`config.mk`:
```
export PLATFORM = sky130hd
export DESIGN_NAME = sc_reg_arbiter
export DESIGN_NICKNAME = d
export VERILOG_FILES = /design/src/rtl/sc_reg_arbiter_pkg.sv /design/src/rtl/sc_rr_picker.sv /design/src/rtl/sc_reg_arbiter.sv
export SDC_FILE = /design/constraint.sdc
export NUM_CORES = 1
export LEC_CHECK = 0
export BUFFER_PORTS_ARGS = -buffer_cell sky130_fd_sc_hd__buf_2
export CORE_ASPECT_RATIO = 1.25
export CORE_UTILIZATION = 45
export DETAILED_ROUTE_END_ITERATION = 7
export PLACE_DENSITY_LB_ADDON = 0.2
export SYNTH_ARGS = -nofsm -noshare
export SYNTH_HDL_FRONTEND = slang
export SYNTH_SLANG_ARGS = --single-unit
```
`constraint.sdc`:
```
create_clock -name sc_reg_arbiter_CLOCK_50 -period 1.57 [get_ports sc_reg_arbiter_CLOCK_50]
set_input_delay 0.0785 -clock sc_reg_arbiter_CLOCK_50 [delete_from_list [all_inputs] [get_ports sc_reg_arbiter_CLOCK_50]]
set_output_delay 0.0785 -clock sc_reg_arbiter_CLOCK_50 [all_outputs]
set_load 0.005 [all_outputs]
```
`src/rtl/sc_reg_arbiter_pkg.sv`:
```
// Shared types and helpers for the shared-register write arbiter.
package sc_reg_arbiter_pkg;

   // Upper bound on requesters; helpers are sized for this.
   localparam int unsigned MAX_REQ = 8;
   localparam int unsigned IDX_W   = 3;

   typedef enum logic [1:0] {
      IDLE = 2'b00,
      LOAD = 2'b01,
      ACK  = 2'b10
   } arbState_t;

   // Index of the set bit in a one-hot vector (0 when empty).
   function automatic logic [IDX_W-1:0] oneHotToIdx(input logic [MAX_REQ-1:0] vec);
      logic [IDX_W-1:0] idx;
      idx = '0;
      for (int i = 0; i < int'(MAX_REQ); i++) begin
         if (vec[i]) idx = IDX_W'(i);
      end
      return idx;
   endfunction

endpackage

```
`src/rtl/sc_rr_picker.sv`:
```
// Round-robin picker: lowest set request at or above the pointer, wrapping.
// Rotates requests down by the pointer, isolates the lowest set bit, rotates back.
module sc_rr_picker #(
   parameter int unsigned NUM_REQ = 4
) (
   input  logic [NUM_REQ-1:0]                                   req,
   input  logic [((NUM_REQ > 1) ? $clog2(NUM_REQ) : 1)-1:0]     pointer,
   output logic [NUM_REQ-1:0]                                   winner
);

   logic [2*NUM_REQ-1:0] rotDbl;
   logic [NUM_REQ-1:0]   rotReq;
   logic [NUM_REQ-1:0]   isoReq;
   logic [2*NUM_REQ-1:0] backDbl;

   // Rotate, priority-encode lowest bit, rotate back.
   always_comb begin
      rotDbl  = {req, req} >> pointer;
      rotReq  = rotDbl[NUM_REQ-1:0];
      isoReq  = rotReq & (~rotReq + NUM_REQ'(1));
      backDbl = {isoReq, isoReq} << pointer;
      winner  = backDbl[2*NUM_REQ-1:NUM_REQ];
   end

endmodule

```
`src/rtl/sc_reg_arbiter.sv`:
```
// Round-robin write arbiter and sequencer for a shared register.
// Sequence per write: IDLE (arbitrate) -> LOAD (capture data) -> ACK (pulse ack).
// Optional macro SC_REG_ARBITER_LOCK_EN adds a lock input that keeps the
// current winner at top priority for the next arbitration (burst writes).
module sc_reg_arbiter
   import sc_reg_arbiter_pkg::*;
#(
   parameter int unsigned REG_WIDTH = 4,
   parameter int unsigned NUM_REQ   = 4
) (
   input  logic                         sc_reg_arbiter_CLOCK_50,
   input  logic                         sc_reg_arbiter_RESET_InHigh,
   input  logic [NUM_REQ-1:0]           sc_reg_arbiter_req_InBUS,
   input  logic [NUM_REQ*REG_WIDTH-1:0] sc_reg_arbiter_data_InBUS,
`ifdef SC_REG_ARBITER_LOCK_EN
   input  logic                         sc_reg_arbiter_lock_InHigh,
`endif
   output logic [NUM_REQ-1:0]           sc_reg_arbiter_grant_OutBus,
   output logic [NUM_REQ-1:0]           sc_reg_arbiter_ack_OutBus,
   output logic                         sc_reg_arbiter_busy_OutLow,
   output logic [REG_WIDTH-1:0]         sc_reg_arbiter_z_OutBus
);

   localparam int unsigned PTR_W = (NUM_REQ > 1) ? $clog2(NUM_REQ) : 1;

   arbState_t            stateQ;
   logic [NUM_REQ-1:0]   grantQ;
   logic [NUM_REQ-1:0]   ackQ;
   logic                 busyQ;
   logic [REG_WIDTH-1:0] zQ;
   logic [PTR_W-1:0]     ptrQ;

   logic [NUM_REQ-1:0]   winner;
   logic [PTR_W-1:0]     winIdx;
   logic [PTR_W-1:0]     nextPtr;
   logic [REG_WIDTH-1:0] winData;
   logic                 lockPtr;

   sc_rr_picker #(
      .NUM_REQ (NUM_REQ)
   ) uPicker (
      .req     (sc_reg_arbiter_req_InBUS),
      .pointer (ptrQ),
      .winner  (winner)
   );

`ifdef SC_REG_ARBITER_LOCK_EN
   assign lockPtr = sc_reg_arbiter_lock_InHigh;
`else
   assign lockPtr = 1'b0;
`endif

   // Decode the held grant into an index, its data slice and the following pointer.
   always_comb begin
      winIdx  = PTR_W'(oneHotToIdx(MAX_REQ'(grantQ)));
      winData = sc_reg_arbiter_data_InBUS[int'(winIdx)*REG_WIDTH +: REG_WIDTH];
      if (winIdx == PTR_W'(NUM_REQ - 1)) nextPtr = '0;
      else                               nextPtr = winIdx + PTR_W'(1);
   end

   // FSM with registered grant/ack/busy outputs, shared register and rr pointer.
   always_ff @(posedge sc_reg_arbiter_CLOCK_50 or posedge sc_reg_arbiter_RESET_InHigh) begin
      if (sc_reg_arbiter_RESET_InHigh) begin
         stateQ <= IDLE;
         grantQ <= '0;
         ackQ   <= '0;
         busyQ  <= 1'b1;
         zQ     <= '0;
         ptrQ   <= '0;
      end else begin
         unique case (stateQ)
            IDLE: begin
               ackQ <= '0;
               if (sc_reg_arbiter_req_InBUS != '0) begin
                  grantQ <= winner;
                  busyQ  <= 1'b0;
                  stateQ <= LOAD;
               end
            end
            LOAD: begin
               zQ     <= winData;
               ptrQ   <= lockPtr ? winIdx : nextPtr;
               ackQ   <= grantQ;
               stateQ <= ACK;
            end
            ACK: begin
               grantQ <= '0;
               ackQ   <= '0;
               busyQ  <= 1'b1;
               stateQ <= IDLE;
            end
            default: begin
               grantQ <= '0;
               ackQ   <= '0;
               busyQ  <= 1'b1;
               stateQ <= IDLE;
            end
         endcase
      end
   end

   assign sc_reg_arbiter_grant_OutBus = grantQ;
   assign sc_reg_arbiter_ack_OutBus   = ackQ;
   assign sc_reg_arbiter_busy_OutLow  = busyQ;
   assign sc_reg_arbiter_z_OutBus     = zQ;

endmodule

```
==> results of run 1 <==
## metal layers
metal  track usage (%)  wire [um]
met4              13.3         23
met2              36.2        954
met3              2.70        101
met1              26.3        742
met5                 0          0
## logic make-up (layout without fill, tap and decap cells)
| family | Yosys count | count (layout) | synth area share (%) |
|---|---|---|---|
| flops | 17 | 17 | 51.5 |
| compound gates | 24 | 24 | 19.3 |
| buf+inv | 7 | 45 | 4.38 |
| simple gates | 28 | 28 | 18.9 |
| mux | 4 | 4 | 5.89 |
## per-stage QoR
stage          setup slack [ns]  instance area, um2  instances  power (mW)
6_report                  0.169                1050        137        1.78
5_1_grt                  0.0583                1050        137        1.93
4_1_cts                   0.173                1050        137        1.79
3_5_place_dp              0.189                1020        132        1.56
3_3_place_gp              0.233                1020        132        1.53
2_1_floorplan             0.280                 828         80        1.29
## final cells by class
class                           count  area (um2)  share of cell area [%]
Tap cell                           19        23.8                    2.26
Inverter                            4        15.0                    1.43
Clock buffer                        4        26.3                    2.50
Sequential cell                    17         427                    40.5
Multi-Input combinational cell     56         365                    34.7
Timing Repair Buffer               37         195                    18.5
## worst paths after layout
path,from,to,slack [ns],depth (start not counted)
worst max-delay path,sc_reg_arbiter_grant_OutBus[1],sc_reg_arbiter_z_OutBus[0],0.17,3
worst min-delay path,sc_reg_arbiter_data_InBUS[8],sc_reg_arbiter_z_OutBus[0],0.09,3
worst max register to register,sc_reg_arbiter_grant_OutBus[1],sc_reg_arbiter_z_OutBus[0],0.17,3
worst min register to register,sc_reg_arbiter_z_OutBus[2],sc_reg_arbiter_z_OutBus[2],0.49,2
max in group asynchronous,sc_reg_arbiter_RESET_InHigh,sc_reg_arbiter_grant_OutBus[0],0.77,3
min in group asynchronous,sc_reg_arbiter_RESET_InHigh,sc_reg_arbiter_z_OutBus[2],0.40,3
## state kept, by name, indices dropped and copies added, names as in the netlist
name and count:
stateQ 2, ptrQ 2, sc_reg_arbiter_ack_OutBus 4, sc_reg_arbiter_busy_OutLow 1, sc_reg_arbiter_grant_OutBus 4, sc_reg_arbiter_z_OutBus 4
## power by group through the flow
stage | combinational [mW] | sequential [mW] | clock, mW
after floorplan | 0.533 | 0.758 | 0
after global placement | 0.741 | 0.792 | 0
after detailed placement | 0.757 | 0.806 | 0
after CTS | 0.761 | 0.798 | 0.233
after global routing | 0.851 | 0.827 | 0.257
final | 0.751 | 0.797 | 0.227
## worst register-to-register path, stage by stage (launching register included)
cell and delay (ns):
dfrtp_1 0.55, mux2_4 0.33, a222oi_1 0.31, o21ai_1 0.09
## cells in the mapped netlist, drive strengths merged, types with 2 or more instances
library cell | n | area (um2)
nor2 | 14 | 60.1
o22ai | 2 | 12.5
mux2 | 4 | 48.8
buf | 3 | 21.3
o21ai | 9 | 45.0
o2bb2ai | 2 | 17.5
inv | 4 | 15.0
nand2 | 7 | 26.3
and2 | 3 | 20.0
a222oi | 4 | 40.0
a21oi | 5 | 25.0
a32o | 2 | 20.0
dfrtp | 16 | 400
## layout by cell type, fill, tap and decap left out, drive strengths merged, types with 3 or more instances in the layout
cell / Yosys / layout
inv: 4 / 4
and2: 3 / 3
dfrtp: 16 / 16
nor2: 14 / 14
a21oi: 5 / 5
mux2: 4 / 4
buf: 3 / 36
a222oi: 4 / 4
o21ai: 9 / 9
clkbuf: 0 / 4
nand2: 7 / 7
==> impl_metrics.json, run 1 <==
{
  "cp_cell_sequence": "mux2_4, a222oi_1, o21ai_1",
  "via_per_inst": 5.54,
  "grt_pass1_vias": 774,
  "final_core_util_pct": 60.3,
  "required_ns": 1.74,
  "gr-total-overflow": 0,
  "die_w_um": 40.4,
  "outcome": "finished, final reports clean",
  "slew-limit-headroom_pct": 58.8,
  "final.setup_skew_ns": 0.00489,
  "max_freq_ghz": 0.714,
  "slowest_delay_ns": 0.55,
  "clock_latency_ns": 0.29,
  "cp-start-kind": "flip-flop",
  "crit_family": "flip-flops",
  "critPathKind": "flip-flop to flip-flop",
  "slew_violations": 0,
  "pwr-share-comb_pct": 42.3,
  "max_slew.worst_pin.slew_ns": 0.617,
  "clk_pin_slew_worst_paths_ns": 0.09,
  "cts.sinks": 17,
  "synth_seq_area_share_pct": 51.5,
  "cts_max_level": 1,
  "synth_edf_count": 0,
  "clock_power_share_pct": 12.8,
  "whs_ns": 0.0856,
  "fillers": 157,
  "crit_slowest_cell": "dfrtp_1",
  "wl_per_cell_um": 13.3,
  "drt_wl_total_um": 1820,
  "power_switching_uw": 689,
  "hold_class": "input port to flip-flop",
  "cts_setup_buffers": 0,
  "cts_resized": 0,
  "synth_area_um2": 828,
  "grt_pass1_wl_um": 3040,
  "root_buffer": "clkbuf_4",
  "drc": 0,
  "power.leakage_nw": 0.535,
  "post-route-min-period_ns": 1.40,
  "gp_congestion": 0.730,
  "rsz0062_at_grt": "no",
  "power_density_nw_per_um2": 1690,
  "hpwlAfterDp_um": 1450,
  "numCtsBuffers": 3,
  "boundaryPins": 35,
  "initial_core_util_pct": 47.5,
  "port-buffer-count": 34,
  "cts_tree": "built",
  "routed-via-count": 759,
  "crit_fanout": 9,
  "seqPwrFrac_pct": 44.9,
  "antenna_cells": 0,
  "clock_path_buffers": 2,
  "core_um2": 1740,
  "die-area_um2": 2020,
  "drtAntennaViolNets": 0,
  "syn_avg_cell_area_um2": 10.4,
  "ir_drop_mv": 0.907,
  "postSynthCellCount": 80,
  "drive_gt1_share_pct": 40.7,
  "p_int_mw": 1.09,
  "critPathBufInv": 0,
  "ys.flop_type": "dfrtp_1",
  "setup_viol": 0,
  "synth_nets": 102,
  "first_iter_violations": 39,
  "finalCritPeriodShare_pct": 89.2,
  "fp.dieH_um": 50.0,
  "grt_max_degree": 18,
  "switching_share_pct": 38.8,
  "critPathCaptureType": "flip-flop",
  "synthArstFlopShare_pct": 100,
  "ys_seq_elements": 17,
  "hold_viol": 0,
  "num-nets-final": 141,
  "rows": 17,
  "antenna_found_initial": 0,
  "grt_usage_pct": 22.3,
  "synth_cell_types": 23,
  "ctsHoldBuffers": 1,
  "drt_first_pass_iters": 4,
  "ys_warn_count": 0,
  "synthToLayoutAreaGrowth_pct": 27.0,
  "fin_setup_tns_ns": 0,
  "max_cap_viol_count": 0,
  "cp.arrival_ns": 1.57
}
(Power assumes the default switching activity.)
==> run 2: changes to the inputs <==
Settings changed: CORE_UTILIZATION 45 to 40, SETUP_SLACK_MARGIN from default to 0.3.
==> impl_metrics.json, run 2 (same netlist as run 1, synthesis figures left out) <==
{
  "ir_drop_mv": 0.703,
  "multi_input_area_um2": 368,
  "antenna_found_initial": 0,
  "instances_no_fill": 139,
  "critPathCaptureType": "flip-flop",
  "place_inst": 133,
  "p_total_mw": 1.81,
  "hold_viol": 0,
  "first_iter_violations": 16,
  "setup_ws_ns": 0.329,
  "drtAntennaViolNets": 0,
  "boundaryPins": 35,
  "cts_max_level": 1,
  "port-buffer-count": 34,
  "whs_ns": 0.0669,
  "grt_pass1_wl_um": 3160,
  "crit_fanout": 5,
  "grt_pass1_vias": 762,
  "hold_depth": 3,
  "final.setup_skew_ns": 0.00457,
  "power.leakage_nw": 0.538,
  "initial_core_util_pct": 42.3,
  "fillers": 198,
  "drt_first_pass_iters": 4,
  "finalCritPeriodShare_pct": 79.1,
  "grt_usage_pct": 18.8,
  "rows": 18,
  "fp.dieH_um": 52.9,
  "dpl-instance-area_um2": 1020,
  "grt_util_met2_pct": 32.3,
  "preCtsSetupSlack_ns": 0.198,
  "cts_tree": "built",
  "power_density_nw_per_um2": 1700,
  "clock_latency_ns": 0.28,
  "register_area_um2": 428,
  "core_um2": 1960,
  "cp-start-kind": "flip-flop",
  "setup_viol": 0,
  "ff2ff_path_depth": 3,
  "drive_gt1_share_pct": 42.9,
  "max_freq_ghz": 0.806,
  "cts.sinks": 17,
  "post-route-min-period_ns": 1.24,
  "max_slew.worst_pin.slew_ns": 0.631,
  "grt_use_met3_pct": 2.39,
  "outcome": "finished, final reports clean",
  "die-area_um2": 2260,
  "required_ns": 1.75,
  "max_cap_viol_count": 0,
  "clock_path_buffers": 2,
  "gp_congestion": 0.732,
  "busiest_layer": "met2",
  "gr-total-overflow": 0,
  "cp.arrival_ns": 1.42,
  "hold_class": "input port to flip-flop",
  "rsz0062_at_grt": "yes",
  "synthToLayoutAreaGrowth_pct": 28.5,
  "critPathKind": "flip-flop to flip-flop",
  "antenna_cells": 0,
  "grt_max_degree": 18,
  "design_area_um2": 1060,
  "numCtsBuffers": 3,
  "routed-via-count": 729,
  "wl_per_cell_um": 12.7,
  "r2r_setup_slack_ns": 0.33,
  "slew_violations": 0,
  "grt_util_met1_pct": 21.6,
  "drc": 0,
  "root_buffer": "clkbuf_4",
  "hpwlAfterDp_um": 1340,
  "slew-limit-headroom_pct": 57.9,
  "fin_setup_tns_ns": 0,
  "via_per_inst": 5.24,
  "layout_commonest_cell": "buf_2",
  "num-nets-final": 142,
  "final_cell_mix": "buf_2, dfrtp_1, nor2_1",
  "drt_wl_total_um": 1770,
  "die_w_um": 42.7,
  "final_core_util_pct": 54.3,
  "clk_pin_slew_worst_paths_ns": 0.10
}
[run 2: cell count changes in the layout (fill, tap and decap cells not counted), sizes merged]
| cell | before | now |
|---|---|---|
| buf | 36 | 37 |
[run 2: final cells by class]
class / instances / area share (%)
Multi-Input combinational cell: 56 / 34.5
Tap cell: 20 / 2.35
Sequential cell: 17 / 40.2
Timing Repair Buffer: 38 / 19.0
Inverter: 4 / 1.41
Clock buffer: 4 / 2.47
[run 2: what timing repair did]
item | CTS | global route
endpoints found under the setup margin | 4 | 9
buffers inserted | 1 | 0
hold buffers | 1 | 0
hold endpoints to repair | 16 | 0
gates resized for setup | 1 | 3
pin swaps | 0 | 1
[run 2: where the power goes]
part / leakage [nW] / total [mW] / internal, mW / switching, mW
logic: 0.306 / 0.791 / 0.396 / 0.395
clock network: 0.0150 / 0.229 / 0.0986 / 0.130
registers: 0.217 / 0.786 / 0.617 / 0.169
total: 0.538 / 1.81 / 1.11 / 0.694
[run 2: final timing paths]
| check | from | endpoint |
|---|---|---|
| worst max-delay path | sc_reg_arbiter_grant_OutBus[1] | sc_reg_arbiter_z_OutBus[0] |
| worst min-delay path | sc_reg_arbiter_data_InBUS[8] | sc_reg_arbiter_z_OutBus[0] |
| worst max register to register | sc_reg_arbiter_grant_OutBus[1] | sc_reg_arbiter_z_OutBus[0] |
| worst min register to register | sc_reg_arbiter_z_OutBus[2] | sc_reg_arbiter_z_OutBus[2] |
| max in group asynchronous | sc_reg_arbiter_RESET_InHigh | sc_reg_arbiter_grant_OutBus[1] |
| min in group asynchronous | sc_reg_arbiter_RESET_InHigh | sc_reg_arbiter_ack_OutBus[2] |
[run 2: critical path, stage by stage, from the launching register on]
cell and delay [ns]:
dfrtp_2 0.46, mux2_4 0.31, a222oi_1 0.28, o21ai_1 0.09
[run 2: routing by layer]
metal	vias to the layer above	share of wire, %
met5	-	0
met4	0	1.0
met3	2	4.5
met2	24	51
met1	338	44
li1	365	-
==> run 3: changes to the inputs <==
Clock period 1.57 ns to 1.07 ns, I/O delays scaled along.
==> impl_metrics.json, run 3 (same netlist as run 1, synthesis figures left out) <==
{
  "cp-start-kind": "flip-flop",
  "cp_cell_sequence": "mux2_4, a222oi_1, o21ai_1",
  "critPathBufInv": 0,
  "layout_commonest_cell": "buf_2",
  "instances_no_fill": 161,
  "r2r_start": "sc_reg_arbiter_grant_OutBus[1]",
  "die_w_um": 42.7,
  "cts.sinks": 17,
  "r2r_setup_slack_ns": -0.20,
  "final_core_util_pct": 67.3,
  "preCtsSetupSlack_ns": -0.198,
  "grt_pass1_wl_um": 3200,
  "p_total_mw": 3.40,
  "final.setup_skew_ns": 0.00369,
  "r2r_end": "sc_reg_arbiter_z_OutBus[0]",
  "max_freq_ghz": 0.788,
  "grt_use_met3_pct": 4.10,
  "outcome": "finished with violations",
  "critPathKind": "flip-flop to flip-flop",
  "power_density_nw_per_um2": 2580,
  "hold_depth": 3,
  "port-buffer-count": 34,
  "cts_tree": "built",
  "hold_class": "input port to flip-flop",
  "rows": 18,
  "clock_power_share_pct": 9.8,
  "crit_fanout": 5,
  "initial_core_util_pct": 42.3,
  "power_switching_mw": 1.25,
  "setup_ws_ns": -0.199,
  "ir_drop_mv": 1.47,
  "fp.dieH_um": 52.9,
  "drive_gt1_share_pct": 62.4,
  "crit_slowest_cell": "dfrtp_2",
  "via_per_inst": 5.20,
  "place_inst": 143,
  "crit_family": "flip-flops",
  "seqPwrFrac_pct": 34.6,
  "pwr-share-comb_pct": 55.6,
  "numCtsBuffers": 3,
  "cp-startpoint": "sc_reg_arbiter_grant_OutBus[1]",
  "post-route-min-period_ns": 1.27,
  "ff2ff_path_depth": 3,
  "p_int_mw": 2.15,
  "max_cap_viol_count": 0,
  "root_buffer": "clkbuf_4",
  "grt_pass1_vias": 761,
  "busiest_layer": "met2",
  "path_depth": 3,
  "power.leakage_nw": 0.658,
  "num-nets-final": 164,
  "wl_per_cell_um": 13.5,
  "drt_wl_total_um": 2170,
  "antenna_cells": 0,
  "routed-via-count": 838,
  "die-area_um2": 2260,
  "gr-total-overflow": 0,
  "cts_max_level": 1,
  "boundaryPins": 35,
  "hold_viol": 0,
  "cp.arrival_ns": 1.44,
  "slew-limit-headroom_pct": 77.6,
  "clock_path_buffers": 2,
  "first_iter_violations": 44,
  "slew_violations": 0,
  "violations": "setup timing",
  "grt_util_met1_pct": 21.0,
  "synthToLayoutAreaGrowth_pct": 59.2,
  "clock_latency_ns": 0.28,
  "max_slew.worst_pin.slew_ns": 0.335,
  "gp_congestion": 0.767,
  "grt_util_met2_pct": 35.6,
  "hold_path_end": "sc_reg_arbiter_z_OutBus[0]",
  "clk_pin_slew_worst_paths_ns": 0.10,
  "hpwlAfterDp_um": 1550,
  "core_um2": 1960,
  "required_ns": 1.24,
  "switching_share_pct": 36.7,
  "drt_first_pass_iters": 4,
  "grt_usage_pct": 19.3,
  "setup_viol": 7,
  "drc": 0,
  "final_cell_mix": "buf_2, buf_4, nor2_1",
  "fillers": 163,
  "drtAntennaViolNets": 0,
  "critPathCaptureType": "flip-flop",
  "antenna_found_initial": 0,
  "finalCritPeriodShare_pct": 119,
  "min-delay-start": "sc_reg_arbiter_data_InBUS[8]",
  "whs_ns": 0.0641,
  "grt_max_degree": 11,
  "rsz0062_at_grt": "yes",
  "slowest_delay_ns": 0.46
}
## run 3: changes by cell type in the layout (fill, tap and decap cells not counted), sizes merged
cell / previous run / this run
buf: 37 / 59
clkinvlp: 0 / 1
inv: 4 / 3
## run 3: power groups by stage
stage | clock [mW] | sequential (mW) | combinational (mW)
final | 0.334 | 1.18 | 1.89
after global routing | 0.377 | 1.21 | 2.05
after CTS | 0.350 | 1.17 | 1.77
after detailed placement | 0 | 1.18 | 1.33
after global placement | 0 | 1.17 | 1.31
after floorplan | 0 | 1.14 | 0.875
## run 3: worst register-to-register path: stages (launching register included)
cell,delay (ns)
dfrtp_2,0.46
mux2_4,0.30
a222oi_1,0.30
o21ai_1,0.09
## run 3: final cells by class
type                            instances  area (um2)  area share, %
Sequential cell                        17         434           32.9
Clock buffer                            4        26.3           1.99
Timing Repair Buffer                   60         407           30.8
Tap cell                               20        25.0           1.90
Inverter                                4        23.8           1.80
Multi-Input combinational cell         56         403           30.6
## run 3: timing repair
action                                  in CTS  in global routing
endpoints found under the setup margin      29                 32
setup buffers                               11                  2
resized for setup                           19                  6
endpoints found under the hold margin        7                  0
pin swaps                                    8                  3
hold buffers                                 1                  0
## run 3: per-stage QoR
step / area, um2 / setup TNS [ns]
CTS: 1290 / -0.904
finish: 1320 / -0.972
detailed placement: 1110 / -0.767
global placement: 1110 / -0.597
floorplan: 860 / -0.617
global route: 1320 / -1.41
## run 3: how the worst max path moves through the flow
| stage | endpoint |
|---|---|
| floorplan | sc_reg_arbiter_z_OutBus[0] |
| global placement | sc_reg_arbiter_z_OutBus[0] |
| detailed placement | sc_reg_arbiter_z_OutBus[2] |
| CTS | sc_reg_arbiter_z_OutBus[0] |
| global route | sc_reg_arbiter_z_OutBus[0] |
| finish | sc_reg_arbiter_z_OutBus[0] |
## run 3: per-layer routing
layer	share of wire (%)	vias to the layer above
met3	3.3	2
met2	57	21
met5	0	-
li1	-	411
met4	0.97	0
met1	39	404
